==> src/rtl/mp3_huff_pkg.sv <==
// Shared types and constants for the MP3 big_values Huffman sequencer.
package mp3_huff_pkg;

  localparam int MAX_CODE_BITS = 34;
  localparam int MAX_PAIRS     = 288;

  // Tables 4 and 14 do not exist in the standard; selecting one is a stream error.
  localparam logic [31:0] TABLE_UNUSED = 32'h0000_4010;

  localparam logic [3:0] LINBITS [32] = '{
    4'd0, 4'd0, 4'd0, 4'd0, 4'd0, 4'd0, 4'd0, 4'd0,
    4'd0, 4'd0, 4'd0, 4'd0, 4'd0, 4'd0, 4'd0, 4'd0,
    4'd1, 4'd2, 4'd3, 4'd4, 4'd6, 4'd8, 4'd10, 4'd13,
    4'd4, 4'd5, 4'd6, 4'd7, 4'd8, 4'd9, 4'd11, 4'd13
  };

  typedef enum logic [3:0] {
    S_IDLE, S_SELECT, S_DECODE, S_ZERO_X, S_ZERO_Y,
    S_WRITE_X, S_WRITE_Y, S_DONE, S_ERROR
  } huff_seq_state_t;

  typedef struct packed {
    logic [8:0]      big_values;
    logic [8:0]      region1_start;
    logic [8:0]      region2_start;
    logic [2:0][4:0] table_sel;
  } huff_cfg_t;

  function automatic logic [1:0] region_of(input logic [8:0] idx, input logic [8:0] r1,
                                           input logic [8:0] r2);
    return (idx < r1) ? 2'd0 : (idx < r2) ? 2'd1 : 2'd2;
  endfunction

endpackage

==> src/rtl/huff_bit_budget.sv <==
// Granule bit counter and per-pair code-length counter with budget/timeout flags.
module huff_bit_budget #(
  parameter int BITCNT_W      = 12,
  parameter int MAX_CODE_BITS = 34
) (
  input  logic                clk,
  input  logic                rst,
  input  logic                clr_all,
  input  logic                clr_code,
  input  logic                inc,
  input  logic [BITCNT_W-1:0] bit_budget,
  output logic [BITCNT_W-1:0] bits_used,
  output logic                timeout,
  output logic                budget_hit
);
  localparam int CB_W = $clog2(MAX_CODE_BITS + 1);

  logic [CB_W-1:0] code_bits;

  always_ff @(posedge clk or posedge rst) begin
    if (rst) begin
      bits_used <= '0;
      code_bits <= '0;
    end else begin
      if (clr_all)  bits_used <= '0;
      else if (inc) bits_used <= bits_used + 1'b1;
      if (clr_code) code_bits <= '0;
      else if (inc) code_bits <= code_bits + 1'b1;
    end
  end

  assign timeout    = (code_bits == CB_W'(MAX_CODE_BITS));
  assign budget_hit = (bits_used >= bit_budget);

endmodule

==> src/rtl/huff_bigvalue_sequencer.sv <==
// Walks the big_values pairs of one granule: picks the region table, meters bits into the
// external decoder bank and writes each decoded (x,y) pair to the sample buffer.
module huff_bigvalue_sequencer #(
  parameter int SAMPLE_W      = 16,
  parameter int ADDR_W        = 10,
  parameter int BITCNT_W      = 12,
  parameter int MAX_CODE_BITS = mp3_huff_pkg::MAX_CODE_BITS
) (
  input  logic                clk,
  input  logic                rst,
  input  logic                start,
  input  logic [8:0]          big_values,
  input  logic [8:0]          region1_start,
  input  logic [8:0]          region2_start,
  input  logic [2:0][4:0]     table_sel,
  input  logic [BITCNT_W-1:0] bit_budget,
  input  logic                axiiv,
  input  logic                axiid,
  output logic                in_ready,
  output logic [4:0]          dec_sel,
  output logic                dec_rst,
  output logic                dec_bit_valid,
  output logic                dec_bit,
  input  logic                dec_valid,
  input  logic [SAMPLE_W-1:0] dec_x,
  input  logic [SAMPLE_W-1:0] dec_y,
  output logic                smp_we,
  output logic [ADDR_W-1:0]   smp_addr,
  output logic [SAMPLE_W-1:0] smp_data,
  output logic [BITCNT_W-1:0] bits_used,
  output logic                done,
  output logic                err
);
  import mp3_huff_pkg::*;

  huff_seq_state_t     state, state_n;
  huff_cfg_t           cfg;
  logic [BITCNT_W-1:0] budget_q;
  logic [8:0]          pair_idx;
  logic [9:0]          next_idx;
  logic [SAMPLE_W-1:0] x_q, y_q;
  logic [4:0]          cur_tbl;
  logic                last_pair, region_chg, timeout, budget_hit;

  assign next_idx   = {1'b0, pair_idx} + 10'd1;
  assign last_pair  = (next_idx == {1'b0, cfg.big_values});
  assign region_chg = region_of(next_idx[8:0], cfg.region1_start, cfg.region2_start) !=
                      region_of(pair_idx, cfg.region1_start, cfg.region2_start);
  assign cur_tbl    = cfg.table_sel[region_of(pair_idx, cfg.region1_start, cfg.region2_start)];

  assign dec_bit_valid = axiiv & in_ready;
  assign dec_bit       = axiid;

  huff_bit_budget #(.BITCNT_W(BITCNT_W), .MAX_CODE_BITS(MAX_CODE_BITS)) u_budget (
    .clk        (clk),
    .rst        (rst),
    .clr_all    (state == S_IDLE && start),
    .clr_code   (state != S_DECODE),
    .inc        (dec_bit_valid),
    .bit_budget (budget_q),
    .bits_used  (bits_used),
    .timeout    (timeout),
    .budget_hit (budget_hit)
  );

  always_ff @(posedge clk or posedge rst) begin
    if (rst) begin
      state    <= S_IDLE;
      cfg      <= '0;
      budget_q <= '0;
      pair_idx <= '0;
      dec_sel  <= '0;
      x_q      <= '0;
      y_q      <= '0;
      err      <= 1'b0;
    end else begin
      state <= state_n;
      if (state == S_IDLE && start) begin
        cfg      <= '{big_values, region1_start, region2_start, table_sel};
        budget_q <= bit_budget;
        pair_idx <= '0;
      end
      if (state == S_WRITE_Y || state == S_ZERO_Y) pair_idx <= next_idx[8:0];
      if (state == S_SELECT) dec_sel <= cur_tbl;
      if (state == S_DECODE && dec_valid) begin
        x_q <= dec_x;
        y_q <= dec_y;
      end
      if (state == S_IDLE && start) err <= 1'b0;
      else if (state_n == S_ERROR)  err <= 1'b1;
    end
  end

  always_comb begin
    state_n  = state;
    in_ready = 1'b0;
    dec_rst  = 1'b0;
    smp_we   = 1'b0;
    smp_addr = '0;
    smp_data = '0;
    done     = 1'b0;
    case (state)
      S_IDLE:
        if (start) state_n = (big_values == 9'd0) ? S_DONE : S_SELECT;
      S_SELECT: begin
        dec_rst = 1'b1;
        if (TABLE_UNUSED[cur_tbl]) state_n = S_ERROR;
        else if (cur_tbl == 5'd0)  state_n = S_ZERO_X;
        else                       state_n = S_DECODE;
      end
      S_DECODE: begin
        // The cycle dec_valid is seen is a bubble, so no bit reaches a stale table.
        in_ready = !dec_valid && !timeout && !budget_hit;
        if (dec_valid)                  state_n = S_WRITE_X;
        else if (timeout || budget_hit) state_n = S_ERROR;
      end
      S_WRITE_X, S_ZERO_X: begin
        smp_we   = 1'b1;
        smp_addr = ADDR_W'({pair_idx, 1'b0});
        smp_data = (state == S_WRITE_X) ? x_q : '0;
        state_n  = (state == S_WRITE_X) ? S_WRITE_Y : S_ZERO_Y;
      end
      S_WRITE_Y, S_ZERO_Y: begin
        smp_we   = 1'b1;
        smp_addr = ADDR_W'({pair_idx, 1'b1});
        smp_data = (state == S_WRITE_Y) ? y_q : '0;
        if (last_pair)              state_n = S_DONE;
        else if (region_chg)        state_n = S_SELECT;
        else if (state == S_ZERO_Y) state_n = S_ZERO_X;
        else begin
          state_n = S_DECODE;
          dec_rst = 1'b1;
        end
      end
      S_DONE: begin
        done    = 1'b1;
        state_n = S_IDLE;
      end
      S_ERROR: state_n = S_IDLE;
      default: state_n = S_IDLE;
    endcase
  end

endmodule

==> config.mk <==
export PLATFORM = sky130hd
export DESIGN_NAME = huff_bigvalue_sequencer
export DESIGN_NICKNAME = d
export VERILOG_FILES = /design/src/rtl/mp3_huff_pkg.sv /design/src/rtl/huff_bit_budget.sv /design/src/rtl/huff_bigvalue_sequencer.sv
export SDC_FILE = /design/constraint.sdc
export NUM_CORES = 1
export LEC_CHECK = 0
export ABC_AREA = 0
export CORE_MARGIN = 8
export CORE_UTILIZATION = 49
export CTS_BUF_LIST = sky130_fd_sc_hd__clkbuf_16
export DETAILED_ROUTE_END_ITERATION = 12
export HOLD_SLACK_MARGIN = 0.02
export PLACE_DENSITY = 0.87
export SYNTH_ARGS = -nofsm -noshare
export SYNTH_HDL_FRONTEND = slang
export SYNTH_SLANG_ARGS = --single-unit
export TNS_END_PERCENT = 10
==> constraint.sdc <==
create_clock -name clk -period 7.5 [get_ports clk]
set_input_delay 1.875 -clock clk [delete_from_list [all_inputs] [get_ports clk]]
set_output_delay 1.875 -clock clk [all_outputs]
set_load 0.005 [all_outputs]
==> out/results.txt, run 1 <==
initial drt markers = 260
Via density = 5.26
worst-margin pin slew = 1.07 ns
Worst Path Required = 5.62 ns
R2R setup slack = 4.00 ns
FF-to-FF End = state[0]
RSZ-0062 raised after global routing = no
Worst Hold Path EP = cfg[6]
Detailed Place HPWL = 12500 um
Num CTS Buffers = 17
share of layout cells above drive strength 1 = 9.48%
CTS tree = yes
FF-to-FF path depth = 11
max_slew headroom = 28.8%
final wirelength = 17000 um
Finished Core Util = 66.0%
fin crit period = 5.93 ns
global-route wire length before repair = 28200 um
Pre-antenna DRT Iters = 4
Post-synth EDFFs = 0
initial antenna violation count = 2
MaxCap Viol Count = 0
die footprint = 0.0175 mm2
Sum Neg Setup Slack = 0 ns
Cells after Synth = 684
DRC = 0
Boundary Pins = 142
overall routing resource usage = 20.1%
Hold Path Depth = 2
Synth Warn # = 0
post_cts resized = 0
ys async rst share = 100%
total congestion overflow = 0
crit end category = primary output
crit path from = pair_idx[0]
Clock Path Buffers = 2
Post-Syn Area = 0.00661 mm2
post-route ant nets = 0
register area share after synthesis = 46.5%
# port buffers = 139
Area Overhead vs Synth = 31.6%
FF-to-FF Start = pair_idx[0]
clock latency on the worst-skew pair = 0.41 ns
floorplan row count = 42
final hold violation count = 0
Power Density = 336 mW/mm2
syn avg cell area = 9.67 um2
CTS root buffer = clkbuf_16
maximum clock frequency = 169 MHz
startpoint types = flip-flop
clock-pin slew on the worst setup and hold paths = 0.05 ns
Die Ht = 132 um
Crit Path Category = reg2out
Die Wd = 132 um
Finish-stage setup viols = 0
HP Class = reg2reg
hold path start = cfg[6]
Yosys reg bits = 123
fin nets = 961
clk sink count = 123
# Post-CTS Setup Buffers = 0
Net Count, Synth = 824
Vias = 5317
clk_skew = 0.00605 ns
Netlist cell types = 50
max-slew violations = 0
hold_buf cts = 0
critical path peak fanout = 11
Period Utilization, post-route = 79.1%
vias in the first global route = 5667
H-tree depth = 4
Core Region = 0.0132 mm2
gp weighted congestion = 0.816
ys flop type = dfrtp_1
leakage power = 4.07 nW
outcome = completed
CP arrival = 4.06 ns
Starting Density = 50.1%
worst vdd ir = 185 uV
DR WL/cell = 16.8 um
largest net degree at the start of global routing = 89
==> critical path, stage by stage, from the launching register on <==
cell             delay, ns
dfrtp_1               0.53
ha_1                  0.31
nand2_1               0.10
nor3_1                0.37
xor2_1                0.32
ha_1                  0.30
a2111oi_0             0.39
a21oi_1               0.15
xnor2_1               0.15
o21ai_1               0.29
nand3_1               0.11
nand2_1               0.08
clkdlybuf4s50_1       0.54
==> registers in the layout, summed over array words and instances (netlist names) <==
register            count
cfg                    42
pair_idx                9
u_budget.bits_used     12
state                   4
err                     1
x_q                    16
u_budget.code_bits      6
y_q                    16
budget_q               12
dec_sel                 5
==> area by class of cell <==
type / instances / area, um2
Clock buffer: 17 / 425
Inverter: 38 / 145
Timing Repair Buffer: 145 / 1440
Clock inverter: 14 / 113
Multi-Input combinational cell: 496 / 3280
Tap cell: 176 / 220
Antenna cell: 1 / 2.50
Sequential cell: 123 / 3080
Fill cell: 1031 / 4490
==> kinds of logic after synthesis <==
| kind of cell | after synthesis | share of synthesized area (%) |
|---|---|---|
| compound gates | 117 | 11.2 |
| flops | 123 | 46.5 |
| xor+xnor | 26 | 4.28 |
| buf+inv | 65 | 3.86 |
| simple gates | 261 | 17.6 |
| fa+ha+maj | 48 | 9.08 |
| mux | 44 | 7.44 |
==> worst max-delay path by stage <==
| stage | to | slack, ns | cells past startpoint |
|---|---|---|---|
| after floorplan | budget_q[0] | 2.35 | 1 |
| after global placement | dec_bit_valid | 2.15 | 6 |
| after detailed placement | dec_rst | 2.02 | 12 |
| after CTS | dec_rst | 1.54 | 12 |
| after global routing | dec_rst | 1.30 | 12 |
| final | dec_rst | 1.57 | 12 |
==> synth_stat cells (all sizes together), types with 3 or more instances <==
cell	number	area, um2
nand2	156	586
dfrtp	123	3080
o21ai	55	279
ha	48	601
inv	38	143
mux2	38	428
clkbuf	25	93.8
a21oi	23	115
nor2	23	86.3
nand3	21	105
a22o	16	140
and2	12	75.1
xnor2	11	96.3
xor2	11	96.3
nor3	9	45.0
or3	9	56.3
nand4	8	50.1
a21o	7	52.6
nand2b	7	51.3
mux2i	6	63.8
xnor3	4	90.1
a211oi	3	35.0
nor4	3	18.8
or2	3	18.8
==> per-stage QoR <==
step	setup slack, ns	area [um2]	instances	total power (W)	hold slack (ns)
after floorplan	2.35	6610	684	0.00179	0.438
after global placement	2.15	8160	978	0.00212	0.454
after detailed placement	2.02	8160	978	0.00218	0.459
after CTS	1.54	8700	1009	0.00294	0.473
after global routing	1.30	8700	1010	0.00314	0.506
final	1.57	8700	1010	0.00292	0.471
==> report_power, final <==
part	switching, W	internal (W)
combinational	0.000574	0.000525
sequential	0.000146	0.000926
clock	0.000278	0.000474
total	0.000998	0.00193
==> cell usage in the layout, fill, tap and decap left out, drive strengths merged, types with 7 or more instances in the layout <==
cell | synthesis | layout
nand2 | 156 | 156
clkdlybuf4s50 | 0 | 139
dfrtp | 123 | 123
o21ai | 55 | 55
ha | 48 | 48
inv | 38 | 39
mux2 | 38 | 38
nor2 | 23 | 23
a21oi | 23 | 23
nand3 | 21 | 21
clkbuf | 25 | 17
a22o | 16 | 16
and2 | 12 | 12
xor2 | 11 | 11
xnor2 | 11 | 11
clkinv | 0 | 11
nor3 | 9 | 9
or3 | 9 | 9
nand4 | 8 | 8
a21o | 7 | 7
nand2b | 7 | 7
==> routing by layer <==
| layer | global-route usage, % | up-vias | share of wire, % |
|---|---|---|---|
| met5 | 0 | - | 0.065 |
| met4 | 9.53 | 2 | 2.9 |
| met3 | 6.21 | 40 | 5.9 |
| met2 | 33.6 | 155 | 49 |
| met1 | 23.0 | 2505 | 42 |
| li1 | - | 2615 | - |
No activity file was read; power rests on OpenSTA's default activity.
==> inputs of run 2 (changes only) <==
--- a/config.mk
+++ b/config.mk
@@ -7,11 +7,11 @@
 export LEC_CHECK = 0
 export ABC_AREA = 0
 export CORE_MARGIN = 8
-export CORE_UTILIZATION = 49
+export CORE_UTILIZATION = 47
 export CTS_BUF_LIST = sky130_fd_sc_hd__clkbuf_16
 export DETAILED_ROUTE_END_ITERATION = 12
 export HOLD_SLACK_MARGIN = 0.02
-export PLACE_DENSITY = 0.87
+export PLACE_DENSITY = 0.88
 export SYNTH_ARGS = -nofsm -noshare
 export SYNTH_HDL_FRONTEND = slang
 export SYNTH_SLANG_ARGS = --single-unit
==> constraint.sdc (replaced) <==
create_clock -name clk -period 4.9 [get_ports clk]
set_input_delay 1.225 -clock clk [delete_from_list [all_inputs] [get_ports clk]]
set_output_delay 1.225 -clock clk [all_outputs]
set_load 0.005 [all_outputs]
==> run 2 against run 1 <==
  * Final cell count is 0.79% higher
  * Critical path depth is 1 higher
  * Routed wire length is 3.8% higher
  * Cell area is 1.3% higher
  * Count of clock-buffer cells in the layout stayed put
  * Core utilization is 2.2 points lower
  * First-iteration DRC count is 31% higher
  * Power is 54% higher
  * Register-to-register slack worse by 2.2 ns
  * Highest routed layer unchanged
==> out/results.txt, run 2 (synthesized netlist as in run 1, its figures left out) <==
largest net degree at the start of global routing = 92
total congestion overflow = 0
FF-to-FF Start = pair_idx[3]
Power, Total = 0.00450 W
global-route wire length before repair = 28500 um
max reg flops = 42
Crit-path slowest cell = dfrtp_1
crit end category = primary output
Boundary Pins = 142
post-route setup slack = 0.375 ns
Period Utilization, post-route = 92.3%
CTS tree = yes
Design Area, Final = 0.00881 mm2
Num CTS Buffers = 17
clk_skew = 0.0148 ns
DR WL/cell = 17.3 um
HP Class = reg2reg
Hold Slack = 0.474 ns
share of layout cells above drive strength 1 = 11.7%
clk sink count = 123
MaxCap Viol Count = 0
Clock Path Buffers = 2
initial drt markers = 340
max_slew headroom = 42.3%
overall routing resource usage = 20.0%
initial antenna violation count = 1
hold_buf cts = 0
CP arrival = 3.30 ns
Detailed Place HPWL = 12800 um
max-slew violations = 0
clock-pin slew on the worst setup and hold paths = 0.05 ns
fill cell count = 1126
DRC = 0
R2R setup slack = 1.83 ns
Finish-stage setup viols = 0
Worst Path Required = 3.67 ns
Starting Density = 47.8%
# port buffers = 139
CTS root buffer = clkbuf_16
outcome = completed
crit path from = pair_idx[3]
startpoint types = flip-flop
worst-margin pin slew = 0.865 ns
leakage power = 4.11 nW
Die Ht = 135 um
Via density = 5.38
pre-CTS setup slack = 0.300 ns
Worst Setup EP = dec_rst
fin crit period = 4.53 ns
die footprint = 0.0181 mm2
Pre-antenna DRT Iters = 7
vias in the first global route = 5727
Area Overhead vs Synth = 33.2%
Vias = 5479
Sum Neg Setup Slack = 0 ns
Crit Path Category = reg2out
most flop-heavy register = cfg
post-route ant nets = 0
Largest regs = cfg: 42 flops, x_q: 16 flops, y_q: 16 flops
final wirelength = 17600 um
floorplan row count = 43
Power Density = 511 mW/mm2
RSZ-0062 raised after global routing = no
Die Wd = 135 um
final hold violation count = 0
leading cell types in the layout, fill and taps excluded = nand2_1 (156), clkdlybuf4s50_1 (138), dfrtp_1 (121)
clock latency on the worst-skew pair = 0.42 ns
H-tree depth = 4
FF-to-FF path depth = 12
Core Region = 0.0138 mm2
crit path cell chain = nand3_2 > nor3_2 > xor2_1 > ha_1 > o21ai_0 > nand2b_1 > a21oi_1 > a21oi_1 > xnor2_1 > o21ai_2 > nand3_1 > nand2_1 > dlymetal6s2s_1
maximum clock frequency = 221 MHz
slowest stage delay, CP = 0.52 ns
fin nets = 965
critical path peak fanout = 7
FF-to-FF End = state[0]
Antenna Cells = 0
Cell Area, Placed = 0.00819 mm2
worst vdd ir = 297 uV
gp weighted congestion = 0.891
commonest non-fill, non-tap cell in the layout = nand2_1
Top cell by count, worst path = a21oi_1
## run 2: area by class of cell
type                    instances  area, um2  area share (%)
repair buffers                149       1480            16.8
clock inverters                15        113            1.28
inverters                      38        145            1.65
well taps                     180        225            2.56
multi-input cells             496       3340            37.9
flip-flops and latches        123       3080            35.0
clock buffers                  17        425            4.83
## run 2: through the flow
stage / utilization, % / instances
detailed placement: 59.3 / 984
global route: 63.7 / 1018
CTS: 63.4 / 1017
finish: 63.7 / 1018
global placement: 59.3 / 984
floorplan: - / 684
## run 2: power by group
part	internal, W	switching, W	total, W
clock	0.000684	0.000449	0.00113
combinational	0.000812	0.000913	0.00172
sequential	0.00142	0.000224	0.00164
total	0.00291	0.00159	0.00450
## run 2: worst min path at each step
stage | from | end | slack (ns) | cells past startpoint
6_report | cfg[12] | cfg[12] | 0.47 | 2
5_1_grt | cfg[8] | cfg[8] | 0.50 | 2
4_1_cts | cfg[14] | cfg[14] | 0.48 | 2
3_5_place_dp | cfg[14] | cfg[14] | 0.46 | 2
3_3_place_gp | cfg[12] | cfg[12] | 0.45 | 2
2_1_floorplan | cfg[11] | cfg[11] | 0.44 | 2
## run 2: repair_timing
item                       4_1_cts  5_1_grt
pin swaps                        1        3
setup endpoints to repair        1        1
resized for setup                8        7
setup buffers                    1        1
## run 2: worst max-delay path: cells and delay by family, from the launching register on
family          cells  cell delay (ns)
fa+ha+maj           1             0.29
flops               1             0.52
compound gates      4             0.52
simple gates        5             0.88
xor+xnor            2             0.48
buf+inv             1             0.18
## run 2: metal layers
metal  up-vias  wire [um]  track usage, %
met5         -         13               0
met4         2        512            9.05
met3        42       1190            6.43
met2       187       8540            32.9
met1      2636       7390            23.4
li1       2612          -               -
==> inputs of run 3 (changes only) <==
--- a/config.mk
+++ b/config.mk
@@ -5,13 +5,13 @@
 export SDC_FILE = /design/constraint.sdc
 export NUM_CORES = 1
 export LEC_CHECK = 0
-export ABC_AREA = 0
+export ABC_AREA = 1
 export CORE_MARGIN = 8
 export CORE_UTILIZATION = 47
 export CTS_BUF_LIST = sky130_fd_sc_hd__clkbuf_16
 export DETAILED_ROUTE_END_ITERATION = 12
 export HOLD_SLACK_MARGIN = 0.02
-export PLACE_DENSITY = 0.88
+export PLACE_DENSITY = 0.87
 export SYNTH_ARGS = -nofsm -noshare
 export SYNTH_HDL_FRONTEND = slang
 export SYNTH_SLANG_ARGS = --single-unit
==> constraint.sdc (replaced) <==
create_clock -name clk -period 4.9 [get_ports clk]
set_input_delay 0.49 -clock clk [delete_from_list [all_inputs] [get_ports clk]]
set_output_delay 0.49 -clock clk [all_outputs]
set_load 0.005 [all_outputs]
==> run 3 against run 2 <==
  * Cell area grew 2.9%
  * Hold slack lost 0.051 ns
  * Routed wire length grew 6.0%
  * Non-clock buffer count shrank 6
  * Power grew 2.3%
  * Largest power group unchanged
  * Critical endpoint unchanged
  * Sequential power shrank 2%
  * Register-to-register slack gained 0.29 ns
  * Via count grew 15%
==> out/results.txt, run 3 <==
outcome = completed
clock-pin slew on the worst setup and hold paths = 0.06 ns
Clock Path Buffers = 2
Crit Path Category = reg2out
die footprint = 0.0191 mm2
Die Ht = 138 um
Netlist cell types = 38
startpoint types = flip-flop
sw frac = 38.9%
Synth top area share = 44.0%
Period Utilization, post-route = 84.0%
Num CTS Buffers = 17
ys flop type = dfrtp_1
critical path peak fanout = 7
Area Overhead vs Synth = 29.5%
Antenna Cells = 0
fill cell count = 1206
fin nets = 1143
met3 wire length = 1030 um
M1 WL = 7810 um
gp weighted congestion = 0.909
ys async rst share = 100%
Finished Core Util = 62.4%
area leader, netlist = dfrtp_1
post-route ant nets = 0
most numerous cell in the Yosys netlist = nand2_1
share of layout cells above drive strength 1 = 7.87%
CTS root buffer = clkbuf_16
commonest non-fill, non-tap cell in the layout = nand2_1
max reg flops = 42
Area contributors post-synth = dfrtp_1 (44%), nand2_1 (11%), ha_1 (8.6%)
Post-synth EDFFs = 0
power share of the clock group = 25.5%
length of routed met2 wiring = 9280 um
Finish-stage setup viols = 0
most flop-heavy register = cfg
MaxCap Viol Count = 0
CTS tree = yes
largest net degree at the start of global routing = 59
Post-Place Cells = 1168
P_int = 0.00281 W
global-route wire length before repair = 31000 um
Post-synth top cells = nand2_1 (211), dfrtp_1 (123), inv_1 (106), nor2_1 (75), o21ai_0 (56)
Synth Warn # = 0
# port buffers = 139
HP Class = in2async
Cells after Synth = 870
fin crit period = 4.11 ns
Comb pwr share = 39.8%
max_slew headroom = 31.7%
Core Region = 0.0145 mm2
initial antenna violation count = 0
Layout Cells excl Fill = 1200
overall routing resource usage = 19.8%
leakage power = 4.45 nW
worst-margin pin slew = 1.02 ns
CP arrival = 3.62 ns
top layer in use = met4
Via density = 5.24
crit end category = primary output
clock latency on the worst-skew pair = 0.43 ns
hold_buf cts = 0
Design Area, Final = 0.00907 mm2
Cell Area, Placed = 0.00852 mm2
syn avg cell area = 8.05 um2
Flop pwr share = 34.7%
DRC = 0
register area share after synthesis = 44.0%
maximum clock frequency = 243 MHz
Largest regs = cfg: 42 flops, x_q: 16 flops, y_q: 16 flops
Yosys reg bits = 123
leading cell types in the layout, fill and taps excluded = nand2_1 (210), clkdlybuf4s50_1 (139), dfrtp_1 (123)
Sum Neg Setup Slack = 0 ns
Die Wd = 138 um
floorplan row count = 44
final wirelength = 18700 um
Boundary Pins = 142
max-slew violations = 0
clk sink count = 123
final hold violation count = 0
# Post-CTS Setup Buffers = 0
Post-Syn Area = 0.00700 mm2
Vias = 6290
vias in the first global route = 6317
post_cts resized = 0
Detailed Place HPWL = 13800 um
RSZ-0062 raised after global routing = no
worst vdd ir = 323 uV
Pre-antenna DRT Iters = 5
total congestion overflow = 0
Net Count, Synth = 1010
Hold Slack = 0.423 ns
P_sw = 0.00179 W
DR WL/cell = 15.6 um
H-tree depth = 4
Worst Path Required = 4.41 ns
Starting Density = 48.2%
clk_skew = 0.00699 ns
Power Density = 507 mW/mm2
initial drt markers = 414
-- run 3: cell count changes in the layout (fill, tap and decap cells not counted), sizes merged, moves of 8 or more --
| cell | before | now |
|---|---|---|
| or3 | 9 | 0 |
| xnor2 | 11 | 3 |
| a22o | 16 | 0 |
| mux2 | 38 | 8 |
| and2 | 12 | 0 |
| nand3 | 21 | 59 |
| a21oi | 23 | 45 |
| nor2 | 23 | 84 |
| o22ai | 0 | 18 |
| nand3b | 1 | 13 |
| inv | 41 | 116 |
| nand2 | 156 | 217 |
-- run 3: kinds of logic (layout without fill, tap and decap cells) --
logic type	Yosys count	count (layout)	share of synthesized area, %
AO/OA/AOI/OAI	130	130	9.88
XOR/XNOR	16	16	2.00
adder cells (fa/ha/maj)	48	48	8.58
buffers and inverters	143	289	8.13
flip-flops	123	123	44.0
multiplexers	8	8	1.29
AND/OR/NAND/NOR	402	402	26.1
-- run 3: layout make-up --
type	count	area, um2	area share [%]
clock buffer	17	425	4.69
clock inverter	15	128	1.41
inverter	114	430	4.75
multi-input combinational	604	3360	37.0
sequential	123	3080	33.9
tap	184	230	2.54
timing repair buffer	143	1420	15.7
-- run 3: worst paths after layout --
check,slack (ns),endpoint,cells after the start,from
worst min-delay path,0.42,y_q[11],2,rst
min in group clk,0.48,cfg[9],2,cfg[9]
worst max-delay path,0.79,dec_rst,19,pair_idx[0]
worst max register to register,2.12,state[0],19,pair_idx[0]
max in group asynchronous,3.53,cfg[22],3,rst
worst min register to register,0.48,cfg[9],2,cfg[9]
-- run 3: through the flow --
step / setup WS, ns / power, W
2_1_floorplan: 1.14 / 0.00281
3_3_place_gp: 1.41 / 0.00334
3_5_place_dp: 1.27 / 0.00343
4_1_cts: 0.789 / 0.00463
5_1_grt: 0.482 / 0.00496
6_report: 0.786 / 0.00460
-- run 3: power by group through the flow --
stage / clock (W) / sequential, W / combinational (W)
6_report: 0.00118 / 0.00160 / 0.00183
5_1_grt: 0.00124 / 0.00164 / 0.00208
4_1_cts: 0.00119 / 0.00159 / 0.00184
3_5_place_dp: 0 / 0.00160 / 0.00182
3_3_place_gp: 0 / 0.00159 / 0.00176
2_1_floorplan: 0 / 0.00156 / 0.00125
-- run 3: metal layers --
metal  global-route usage (%)  vias to the layer above
li1                         -                     3097
met1                     23.1                     2971
met2                     33.1                      182
met3                     5.51                       40
met4                     9.38                        0
met5                        0                        -
-- run 3: critical path, stage by stage, from the launching register on --
cell and delay [ns]:
dfrtp_1 0.48, ha_1 0.22, nand2_1 0.09, inv_2 0.08, nand3_2 0.08, nor2_2 0.17, nand4_1 0.10, nand2_1 0.14
inv_1 0.09, ha_1 0.31, nand4_1 0.08, inv_1 0.08, nand3_1 0.07, nand4_1 0.14, xor2_1 0.16, nand2_1 0.06
nand2_1 0.09, nand3_1 0.09, o21ai_1 0.13, clkdlybuf4s50_1 0.55
